<file path="src/rtl/processor_state_unit.sv">
// ---------------------------------------------------------------------------
// processor_state_unit
//
// SPARC-style processor state: PSR, WIM and TBR, plus a small trap sequencer.
// There are 4 register windows, so CWP arithmetic wraps modulo 4.
//
// Ports
//   Clk, Reset_N            rising-edge clock, asynchronous active-low reset
//   Condition_N/Z/V/C       ALU flags, loaded into icc by Cc_Write
//   Cc_Write                latch ALU flags into PSR icc
//   Psr_Write/Wim_Write/Tbr_Write, Write_Data   WRPSR / WRWIM / WRTBR
//   Save, Restore           register window SAVE / RESTORE requests
//   Trap_Req, Trap_Type     external trap request and its tt value
//   Cond                    Bicc condition field
//   PSR, WIM, TBR           architectural registers (unimplemented bits read 0)
//   Carry_Out               PSR icc C
//   Branch_Taken            Cond evaluated against the current icc
//   Busy                    trap sequence (or error state) in progress
//   Trap_Valid, Trap_Vector one-cycle trap pulse with the target address
//   Error_Mode              trap taken while ET=0; held until reset
// ---------------------------------------------------------------------------
module processor_state_unit (
  input  logic        Clk,
  input  logic        Reset_N,
  input  logic        Condition_N,
  input  logic        Condition_Z,
  input  logic        Condition_V,
  input  logic        Condition_C,
  input  logic        Cc_Write,
  input  logic        Psr_Write,
  input  logic        Wim_Write,
  input  logic        Tbr_Write,
  input  logic [31:0] Write_Data,
  input  logic        Save,
  input  logic        Restore,
  input  logic        Trap_Req,
  input  logic [7:0]  Trap_Type,
  input  logic [3:0]  Cond,
  output logic [31:0] PSR,
  output logic [31:0] WIM,
  output logic [31:0] TBR,
  output logic        Carry_Out,
  output logic        Branch_Taken,
  output logic        Busy,
  output logic        Trap_Valid,
  output logic [31:0] Trap_Vector,
  output logic        Error_Mode
);

  typedef enum logic [2:0] {
    IDLE,
    TRAP_TBR,
    TRAP_PSR,
    VECTOR,
    ERROR
  } state_t;

  state_t      state;
  state_t      next_state;

  logic        icc_n;
  logic        icc_z;
  logic        icc_v;
  logic        icc_c;
  logic        psr_s;
  logic        psr_ps;
  logic        psr_et;
  logic [1:0]  cwp;
  logic [3:0]  wim_bits;
  logic [19:0] tba;
  logic [7:0]  tt;
  logic [7:0]  pending_tt;

  logic [1:0]  cwp_dec;
  logic [1:0]  cwp_inc;
  logic        in_idle;
  logic        trap_start;
  logic [7:0]  start_tt;
  logic        do_save;
  logic        do_restore;
  logic        do_psr;
  logic        do_cc;
  logic        base_taken;

  // Write_Data bits with no PSR/WIM/TBR field behind them.
  logic        unused_write_bits;
  assign unused_write_bits = ^{Write_Data[11:8], Write_Data[4]};

  // Two-bit window pointer wraps naturally, giving the modulo-4 arithmetic.
  assign cwp_dec = cwp - 2'd1;
  assign cwp_inc = cwp + 2'd1;
  assign in_idle = (state == IDLE);

  // Request arbitration: only one of trap / save / restore / psr / cc acts
  // per cycle, highest priority first. A SAVE or RESTORE that hits an
  // invalid window turns into a window overflow/underflow trap instead.
  always_comb begin
    trap_start = 1'b0;
    start_tt   = 8'h00;
    do_save    = 1'b0;
    do_restore = 1'b0;
    do_psr     = 1'b0;
    do_cc      = 1'b0;
    if (in_idle) begin
      if (Trap_Req) begin
        trap_start = 1'b1;
        start_tt   = Trap_Type;
      end else if (Save) begin
        if (wim_bits[cwp_dec]) begin
          trap_start = 1'b1;
          start_tt   = 8'h05;
        end else begin
          do_save = 1'b1;
        end
      end else if (Restore) begin
        if (wim_bits[cwp_inc]) begin
          trap_start = 1'b1;
          start_tt   = 8'h06;
        end else begin
          do_restore = 1'b1;
        end
      end else if (Psr_Write) begin
        do_psr = 1'b1;
      end else if (Cc_Write) begin
        do_cc = 1'b1;
      end
    end
  end

  // Trap sequencer state register.
  always_ff @(posedge Clk or negedge Reset_N) begin
    if (!Reset_N) begin
      state <= IDLE;
    end else begin
      state <= next_state;
    end
  end

  // Next-state logic. A trap with traps disabled parks the unit in ERROR
  // until reset.
  always_comb begin
    next_state = state;
    case (state)
      IDLE: begin
        if (trap_start) begin
          next_state = psr_et ? TRAP_TBR : ERROR;
        end
      end
      TRAP_TBR: next_state = TRAP_PSR;
      TRAP_PSR: next_state = VECTOR;
      VECTOR:   next_state = IDLE;
      ERROR:    next_state = ERROR;
      default:  next_state = IDLE;
    endcase
  end

  // Status outputs decoded from the sequencer state.
  always_comb begin
    Busy        = (state != IDLE);
    Trap_Valid  = (state == VECTOR);
    Error_Mode  = (state == ERROR);
    Trap_Vector = (state == VECTOR) ? TBR : 32'h0000_0000;
  end

  // Integer condition codes. WRPSR beats a same-cycle Cc_Write through the
  // arbitration above.
  always_ff @(posedge Clk or negedge Reset_N) begin
    if (!Reset_N) begin
      icc_n <= 1'b0;
      icc_z <= 1'b0;
      icc_v <= 1'b0;
      icc_c <= 1'b0;
    end else if (do_psr) begin
      icc_n <= Write_Data[23];
      icc_z <= Write_Data[22];
      icc_v <= Write_Data[21];
      icc_c <= Write_Data[20];
    end else if (do_cc) begin
      icc_n <= Condition_N;
      icc_z <= Condition_Z;
      icc_v <= Condition_V;
      icc_c <= Condition_C;
    end
  end

  // Supervisor / trap-enable bits and the window pointer. Trap entry saves
  // S into PS, enters supervisor, disables traps and rotates to a fresh window.
  always_ff @(posedge Clk or negedge Reset_N) begin
    if (!Reset_N) begin
      psr_s  <= 1'b1;
      psr_ps <= 1'b0;
      psr_et <= 1'b1;
      cwp    <= 2'd0;
    end else if (do_psr) begin
      psr_s  <= Write_Data[7];
      psr_ps <= Write_Data[6];
      psr_et <= Write_Data[5];
      cwp    <= Write_Data[1:0];
    end else if (do_save) begin
      cwp <= cwp_dec;
    end else if (do_restore) begin
      cwp <= cwp_inc;
    end else if (state == TRAP_PSR) begin
      psr_ps <= psr_s;
      psr_s  <= 1'b1;
      psr_et <= 1'b0;
      cwp    <= cwp_dec;
    end
  end

  // WIM and TBA are written outside the request arbitration, but only while
  // no trap sequence is active.
  always_ff @(posedge Clk or negedge Reset_N) begin
    if (!Reset_N) begin
      wim_bits <= 4'b0010;
      tba      <= 20'h00000;
    end else if (in_idle) begin
      if (Wim_Write) begin
        wim_bits <= Write_Data[3:0];
      end
      if (Tbr_Write) begin
        tba <= Write_Data[31:12];
      end
    end
  end

  // The trap type is captured when the trap starts and copied into TBR.tt
  // one cycle later; tt has no other write path.
  always_ff @(posedge Clk or negedge Reset_N) begin
    if (!Reset_N) begin
      pending_tt <= 8'h00;
      tt         <= 8'h00;
    end else begin
      if (trap_start && psr_et) begin
        pending_tt <= start_tt;
      end
      if (state == TRAP_TBR) begin
        tt <= pending_tt;
      end
    end
  end

  // SPARC Bicc evaluation: Cond[2:0] picks the test, Cond[3] inverts it.
  always_comb begin
    case (Cond[2:0])
      3'd0:    base_taken = 1'b0;
      3'd1:    base_taken = icc_z;
      3'd2:    base_taken = icc_z | (icc_n ^ icc_v);
      3'd3:    base_taken = icc_n ^ icc_v;
      3'd4:    base_taken = icc_c | icc_z;
      3'd5:    base_taken = icc_c;
      3'd6:    base_taken = icc_n;
      default: base_taken = icc_v;
    endcase
    Branch_Taken = Cond[3] ? ~base_taken : base_taken;
  end

  assign PSR = {8'h00, icc_n, icc_z, icc_v, icc_c, 12'h000,
                psr_s, psr_ps, psr_et, 3'b000, cwp};
  assign WIM = {28'h0000000, wim_bits};
  assign TBR = {tba, tt, 4'h0};
  assign Carry_Out = icc_c;

endmodule

</file>
<file path="config.mk">
export PLATFORM = sky130hd
export DESIGN_NAME = processor_state_unit
export DESIGN_NICKNAME = d
export VERILOG_FILES = /design/src/rtl/processor_state_unit.sv
export SDC_FILE = /design/constraint.sdc
export NUM_CORES = 1
export LEC_CHECK = 0
export CORE_MARGIN = 3
export CORE_UTILIZATION = 50
export CTS_CLUSTER_SIZE = 20
export DETAILED_ROUTE_END_ITERATION = 8
export DONT_BUFFER_PORTS = 1
export SLEW_MARGIN = 20
export SYNTH_ARGS = -nofsm -noshare
export SYNTH_HDL_FRONTEND = slang
export SYNTH_SLANG_ARGS = --single-unit
</file>
<file path="constraint.sdc">
create_clock -name Clk -period 3.4 [get_ports Clk]
set_input_delay 0.17 -clock Clk [delete_from_list [all_inputs] [get_ports Clk]]
set_output_delay 0.17 -clock Clk [all_outputs]
set_load 0.01 [all_outputs]
</file>
== Yosys cells after proc, flatten, opt, wreduce, memory -nomap -nowiden ==
Cells that the tools add are included.
Word-level totals
  bits in registers: 52
  bits of input ports: 57
  output and inout bits: 133
Cells by class
  muxes and demuxes: 66
  equality and inequality tests: 13
  add/sub/neg operators: 2
  magnitude comparators: 2
  bitwise gates (word level): 4
  reductions and logical operators: 10
Operator list (number)
  2-to-1 mux 1 bit: 49
  2-to-1 mux 32 bit: 1
  2-to-1 mux 8 bit: 3
  2-to-1 mux 3 bit: 5
  equality test 3 x 2 -> 1 bit, second input constant: 4
  equality test 3 bit, second input constant: 4
  case mux 3 bit (4 select lines): 1
  2-to-1 mux 2 bit: 4
  case mux 1 bit (7 select lines): 1
  equality test 3 x 1 -> 1 bit, second input constant: 2
  zero test 3 bit: 2
  less-than comparator 2 x 3 -> 1 bit, second input constant: 2
  != test 2 x 1 -> 1 bit, second input constant: 3
  binary-select mux 1 bit (select 2 bit): 2
  AND reduction 2 bit: 2
  nonzero test 2 bit: 2
  nonzero test 4 bit: 1
  AND reduction 3 bit: 1
  nonzero test 3 bit: 1
  adder 2 x 1 -> 2 bit, second input constant: 1
  OR 1 bit: 2
  subtractor 2 x 1 -> 2 bit, second input constant: 1
  logical AND 1 bit: 1
  inverter 1 bit: 1
  bitwise XOR 1 bit: 1

== Longest topological paths before layout ==
Gate-level depths: netlist (run 1).
  depth in word-level cells: 11
  mapped depth: 8
  depth with buffers taken out: 5

== Worst setup path after synthesis (run 1) ==
Ideal clock, no wire load.
  path type: flip-flop to flip-flop
  start point: register cwp[0]
  end point: register pending_tt[1]
  slack: 1.499 ns
  stages on the path, launching flop included: 7
  arrival time: 1.774 ns
  path through: dfrtp_1 -> mux4_2 -> a221oi_2 -> or2_2 -> buf_6 -> buf_6 -> o21ai_0
On the way
  cells in the longest elaborated chain, start to end: 9
  elaborated cells between the ends (all ways): 18
  classes of those cells: add/sub: 2; mux: 15; reduce/logical: 1
Ends and longest elaborated chain
  from (decl): RTL line 68  | logic [1:0] cwp;
  from (signal assigned): RTL line 198  | cwp <= Write_Data[1:0];
  from (signal assigned): RTL line 200  | cwp <= cwp_dec;
  from (signal assigned): RTL line 202  | cwp <= cwp_inc;
  adder 2 x 1 -> 2 bit: RTL line 91  | assign cwp_inc = cwp + 2'd1;
  binary-select mux 1 bit (select 2 bit): RTL line 116  | if (wim_bits[cwp_inc]) begin
  2-to-1 mux 1 bit (not written as such): RTL line 116
  2-to-1 mux 1 bit: RTL line 116
  2-to-1 mux 1 bit: RTL line 115  | end else if (Restore) begin
  2-to-1 mux 1 bit: RTL line 108  | end else if (Save) begin
  2-to-1 mux 1 bit: RTL line 105  | if (Trap_Req) begin
  2-to-1 mux 1 bit: RTL line 104  | if (in_idle) begin
  logical AND 1 bit: RTL line 234  | if (trap_start && psr_et) begin
  to (signal assigned): RTL line 235  | pending_tt <= start_tt;
  to (decl): RTL line 72  | logic [7:0] pending_tt;
Parallel ways exist; a longest one is shown, timed or not. The select of a mux whose other input is x is not followed.
A chain may end at the register's enable or synchronous reset.

== Worst setup path after layout (run 1) ==
  start point: register state[2]
  end point: output port Trap_Vector[23]
On the way
  cells in the longest elaborated chain, start to end: 2
Ends and longest elaborated chain
  from (decl): RTL line 58  | state_t state;
  from (signal assigned): RTL line 135  | state <= next_state;
  equality test 3 x 2 -> 1 bit
  net Trap_Valid: RTL line 45  | output logic Trap_Valid,
  2-to-1 mux 32 bit: RTL line 162  | Trap_Vector = (state == VECTOR) ? TBR : 32'h0000_0000;
  to (decl): RTL line 46  | output logic [31:0] Trap_Vector,
The timed path passes the listed nets, and every way through them passes these cells.

==> impl_metrics.toml, run 1 <==
[status]
outcome = "finished clean"

[sta]
post-route-min-period_ns = 2.12
slew_headroom = 0.393
fin_crit_sh = 0.625
fin_ws_ns = 1.28
slew_viol_final = 0
finalClockSkew_ns = 0.00281
fmax_mhz = 471
hold_viol = 0
fin_setup_tns_ns = 0
setup_viol = 0
worst_pin_slew_ns = 0.910
rsz0062_at_grt = "no"

[setup_path]
cp-start-kind = "flop"
path_buf_inv = 0
crit_path_end_kind = "output pin"
worstPathArrival_ns = 1.95
cp_slowest_cell = "and3b_1"
worstPathMaxFanout = 29
worstSetupPathType = "flop to output pin"
max_stage_delay_ns = 0.86
crit_chain = "and3b_1 > and2_1"
required_ns = 3.23
crit_family = "simple AND/OR/NAND/NOR gates"

[floorplan]
core_area_um2 = 5960
die-area_um2 = 7180
die-height_um = 84.7
top_level_ports = 190
dieWidth_um = 84.7
rows = 28
start_util = 0.521

[clock_network]
post_cts_buffers = 0
root_buffer = "clkbuf_8"
ctsHoldBuffers = 9
insertion_delay_ns = 0.29
cts_tree = "built"
cts_max_path_buffers = 2
clkTransAtPathRegs_ns = 0.09
post_cts_resized = 0
cts.sink_count = 52
numCtsBuffers = 5
htreeDepth = 2

[place]
dp.cells = 350
dp_slack_ns = 1.28
gp_congestion = 0.700
io_buffers = 0
hpwl_mm = 4.20

[yosys]
ys_warn_count = 0
synthArstFlopShare = 1.00
post_synth.cell_area_avg_um2 = 10.5
ys_types = 42
seq_area_frac_synth = 0.421
postSynthCellCount = 295
synth-seq-cells = 52
yosys.area_share.simple = 0.153
synth_compound_area_frac = 0.0597
yosys.area_share.xor_xnor = 0.00847
syn-cell-area_um2 = 3100
synthMuxAreaShare = 0.153
synth_top_family_by_area = "buffers and inverters"
synth-main-ff-cell = "dfrtp_1"
synth_edf_count = 0
synthAdderAreaFrac = 0

[cells_and_area]
layout-drive-gt1-share = 0.182
diodes = 0
area_growth_pct = -0.847
multiInputGateArea_um2 = 1380
n_fill_cell = 547
fin_nets = 353
ff_latch_area_um2 = 1310
layout.cells.non_filler = 372

[detailed_routing]
wire_per_inst_um = 15.3
wirelength_mm = 5.69
ant_nets = 0
vias_per_cell = 4.97
highest_layer = "met4"
remaining_drc_errors = 0
wl_met3_um = 562
dr.pass1.iters = 4
drt_iter0_drc = 73
wl_met1_mm = 2.27
vias = 1848
wl_met2_mm = 2.82

[grt]
antenna_found_initial = 0
gr-total-overflow = 0
grt_max_degree = 53
grt_use_total = 0.152
grt_pass1_vias = 1817
grt_pass1_wl_mm = 8.79

[power]
leakagePower_nw = 1.42
pwr_density_cell_nw_per_um2 = 432
ir_drop_v = 0.000206

[run]
maxCapViolCount = 0

[worst_hold_path]
hp-class = "primary input to flop"
-- final cells by class --
cell class,count,area share
clock buffer,6,0.0236
clock inverter,2,0.0114
inverter,5,0.00611
multi-input combinational,217,0.450
sequential,52,0.425
tap,75,0.0305
timing repair buffer,15,0.0537
-- sequential cells by signal, indices dropped and copies added (netlist names), 2 cells and up --
| register | cells |
|---|---|
| wim_bits | 4 |
| cwp | 2 |
| pending_tt | 8 |
| tt | 8 |
| tba | 20 |
| state | 3 |
-- per-layer routing --
layer | GRT usage | vias to the layer above
li1 | - | 859
met1 | 0.194 | 879
met2 | 0.244 | 108
met3 | 0.0599 | 2
met4 | 0.0388 | 0
met5 | 0 | -
-- final timing paths --
path / from / to / slack, ns / cells after the start
min in group asynchronous: Reset_N / tt[0]$_DFFE_PN0P_ / 0.37 / 2
worst max-delay path: state[2]$_DFFE_PN0P_ / Trap_Vector[23] / 1.28 / 2
worst min register to register: pending_tt[3]$_DFFE_PN0P_ / pending_tt[3]$_DFFE_PN0P_ / 0.49 / 2
worst max register to register: cwp[1]$_DFFE_PN0P_ / pending_tt[6]$_DFFE_PN0P_ / 1.29 / 4
max in group asynchronous: Reset_N / psr_et$_DFFE_PN1P_ / 2.72 / 2
worst min-delay path: Write_Data[21] / tba[9]$_DFFE_PN0P_ / 0.02 / 1
-- metrics by stage --
step	area, µm²	hold slack [ns]	util	power (mW)
2_1_floorplan	3320	-0.126	-	0.936
3_3_place_gp	2810	-0.124	0.472	0.894
3_5_place_dp	2810	-0.123	0.472	0.899
4_1_cts	3020	0.00521	0.508	1.34
5_1_grt	3070	-0.00369	0.516	1.39
6_report	3070	0.0186	0.516	1.33
-- where the power goes --
part           switching [mW]  leakage (nW)  internal [mW]
Sequential             0.0839         0.654          0.674
Clock                   0.195        0.0552          0.219
Combinational          0.0805         0.714         0.0750
Total                   0.359          1.42          0.968
-- synth_stat cells (4+ instances only) --
library cell	number	area, µm²
a21oi_1	8	40.0
and2_1	31	194
buf_2	4	20.0
buf_4	66	495
clkbuf_1	4	15.0
dfrtp_1	49	1230
inv_1	5	18.8
mux2_2	32	360
mux2i_1	7	70.1
nand2_1	23	86.3
nand3_1	5	25.0
nor2_1	9	33.8
o21ai_0	11	55.1
-- cells by family (layout without fill, tap and decap cells) --
family	Yosys count	count (layout)
other	1	59
buffers and inverters	84	28
muxes	41	41
DFF	52	52
xor gates and xnor gates	3	3
and+or+nand+nor	84	84
AOI/OAI and AO/OA	30	30
-- cells in the final DEF (no fill, tap or decap), drive strengths merged, types with 2 or more instances in the layout --
| cell type | Yosys | routed |
|---|---|---|
| dfrtp | 49 | 49 |
| nand3 | 5 | 5 |
| clkbuf | 5 | 6 |
| o21ai | 13 | 13 |
| dlygate4sd3 | 0 | 13 |
| mux2i | 7 | 7 |
| mux4 | 2 | 2 |
| nor3b | 3 | 3 |
| nand3b | 3 | 3 |
| conb | 1 | 59 |
| a31oi | 3 | 3 |
| buf | 73 | 2 |
| and2 | 32 | 32 |
| inv | 5 | 5 |
| nor2 | 9 | 9 |
| nand2 | 23 | 23 |
| mux2 | 32 | 32 |
| a21oi | 8 | 8 |
| dfstp | 3 | 3 |
| xnor2 | 3 | 3 |
Power figures use the tool's default switching activity.
==> run 2: changes to the inputs <==
--- a/config.mk
+++ b/config.mk
@@ -5,11 +5,13 @@
 export SDC_FILE = /design/constraint.sdc
 export NUM_CORES = 1
 export LEC_CHECK = 0
+export ABC_AREA = 1
 export CORE_MARGIN = 3
 export CORE_UTILIZATION = 50
 export CTS_CLUSTER_SIZE = 20
 export DETAILED_ROUTE_END_ITERATION = 8
 export DONT_BUFFER_PORTS = 1
+export PLACE_DENSITY = 0.68
 export SLEW_MARGIN = 20
 export SYNTH_ARGS = -nofsm -noshare
 export SYNTH_HDL_FRONTEND = slang
==> constraint.sdc (replaced) <==
create_clock -name Clk -period 1.7 [get_ports Clk]
set_input_delay 0.085 -clock Clk [delete_from_list [all_inputs] [get_ports Clk]]
set_output_delay 0.085 -clock Clk [all_outputs]
set_load 0.01 [all_outputs]
==> run 2 against run 1 <==
Combinational power grew to 7.2 times the previous value. Routed wire length up 26%. Largest power group unchanged. Critical endpoint is now Trap_Vector[16]. Via count is 39% higher. First-iteration DRC count shrank 22%. Global-route usage increased by 4.2 points. Sequential power grew to 3.3 times the previous value. Register-to-register slack worse by 1.1 ns. Critical path depth grew 3.
==> impl_metrics.toml, run 2 <==
[status]
outcome = "finished clean"

[detailed_routing]
drt_iter0_drc = 57
dr.pass1.iters = 4
vias_per_cell = 4.80
wire_per_inst_um = 13.3
wl_met1_mm = 2.59
wl_met3_um = 747
wirelength_mm = 7.15
ant_nets = 0
remaining_drc_errors = 0
wl_met2_mm = 3.64
highest_layer = "met4"
vias = 2574

[power]
leakagePower_nw = 2.02
power.total_mw = 4.49
ir_drop_v = 0.000689
pwr_density_cell_nw_per_um2 = 1240

[setup_path]
worstPathArrival_ns = 1.46
required_ns = 1.62
worstSetupPathType = "flop to output pin"
crit_path_end_kind = "output pin"
crit_family = "buffers and inverters"
max_stage_delay_ns = 0.41
cp-start-kind = "flop"
crit_chain = "inv_1 > nand3_1 > buf_4 > nor2_1 > buf_4"
r2r_slack_ns = 0.19
path_buf_inv = 3
cp_slowest_cell = "dfrtp_1"
cp-startpoint = "state[2]$_DFFE_PN0P_"
rr_startpoint = "state[0]$_DFFE_PN0P_"
worstPathMaxFanout = 29
cp_common_cell = "buf_4"

[sta]
fin_setup_tns_ns = 0
setup_viol = 0
rsz0062_at_grt = "no"
post-route-min-period_ns = 1.55
finalClockSkew_ns = 0.00544
fin_crit_sh = 0.910
hold_viol = 0
slew_viol_final = 0
fmax_mhz = 646

[place]
gp_congestion = 0.896
hpwl_mm = 5.23
io_buffers = 0

[clock_network]
cts_tree = "built"
insertion_delay_ns = 0.30
cts.sink_count = 52
htreeDepth = 2
ctsHoldBuffers = 40
root_buffer = "clkbuf_8"
cts_max_path_buffers = 2
post_cts_resized = 0
numCtsBuffers = 5
clkTransAtPathRegs_ns = 0.10
post_cts_buffers = 0

[cells_and_area]
mostFrequentLayoutCells = "nor2_1 (70), nand2_1 (67), conb_1 (59), inv_1 (51), dfrtp_1 (49)"
area_growth_pct = 17.5
layout-drive-gt1-share = 0.121
final_common_cell = "nor2_1"
top_register = "tba"
top_regs = "tba: 20 flops, pending_tt: 8 flops, tt: 8 flops"
fin_nets = 520
largest_reg_flops = 20
diodes = 0

[floorplan]
core_area_um2 = 5710
die-area_um2 = 7110
dieWidth_um = 84.3
start_util = 0.537
die-height_um = 84.3
top_level_ports = 190
rows = 27

[worst_hold_path]
hp-class = "primary input to flop"
hp-start = "Trap_Req"

[yosys]
yosysTopAreaCell = "dfrtp_1"
ys_types = 31
post_synth.cell_area_avg_um2 = 7.63
synth_edf_count = 0
syn-cell-area_um2 = 3070
synthArstFlopShare = 1.00
ys_warn_count = 0
synth-main-ff-cell = "dfrtp_1"
synth_top_area_frac = 0.400
postSynthCellCount = 402
synth-seq-cells = 52
yosys-top-cells-count = "nor2_1 (70), nand2_1 (67), buf_4 (66)"
seq_area_frac_synth = 0.426
yosysMostFrequentCell = "nor2_1"
synth_area_leaders = "dfrtp_1 (40%), buf_4 (16%), nor2_1 (8.6%)"

[grt]
grt_pass1_wl_mm = 11.3
grt_pass1_vias = 2355
antenna_found_initial = 0
grt_max_degree = 53
grt_use_total = 0.194
gr-total-overflow = 0

[run]
maxCapViolCount = 0
==> run 2: power by group <==
| part | internal [mW] | leakage [nW] | total, mW | switching [mW] |
|---|---|---|---|---|
| Sequential | 1.82 | 0.596 | 2.51 | 0.691 |
| Clock | 0.436 | 0.0541 | 0.851 | 0.415 |
| Combinational | 0.426 | 1.37 | 1.12 | 0.698 |
| Total | 2.68 | 2.02 | 4.49 | 1.80 |
==> run 2: worst paths after layout <==
kind	end	cells past startpoint
setup / recovery	Trap_Vector[16]	5
hold / removal	pending_tt[1]$_DFFE_PN0P_	4
setup reg to reg	wim_bits[0]$_DFFE_PN0P_	7
hold reg to reg	pending_tt[7]$_DFFE_PN0P_	2
max in group asynchronous	psr_s$_DFFE_PN1P_	2
min in group asynchronous	tba[15]$_DFFE_PN0P_	2
==> run 2: tightest hold or removal path, cell delays in order <==
cell and delay, ns:
nand2_1 0.04, a21oi_1 0.06, nand3_1 0.07, nand2_1 0.04
==> run 2: metrics by stage <==
stage,instances,area (µm²),hold slack [ns],worst slack [ns],utilization
final,536,3600,0.0212,0.152,0.631
after global routing,536,3600,0.0112,0.00456,0.631
after CTS,536,3600,0.00930,0.135,0.631
after detailed placement,488,3080,-0.208,0.215,0.539
after global placement,488,3080,-0.209,0.240,0.539
after floorplan,460,3280,-0.211,0.386,-
==> run 2: layer usage <==
layer,vias to the layer above,track usage
met5,-,0
met3,17,0.0618
met1,1189,0.222
met2,130,0.342
met4,0,0.0643
li1,1238,-
==> run 2: area by class of cell <==
class                      instances  area (µm²)
clock buffer                       5        68.8
clock inverter                     3        42.5
fill                             497        2100
inverter                          54         203
multi-input combinational        279        1230
sequential                        52        1310
tap                               72        90.1
timing repair buffer              71         663
==> run 2: kinds of logic after synthesis <==
logic type                count (synthesis)  synth area share
buffers and inverters                   129             0.244
and+or+nand+nor                         166             0.234
DFF                                      52             0.426
AOI/OAI and AO/OA                        53            0.0926
xor gates and xnor gates                  1           0.00286
other                                     1           0.00122
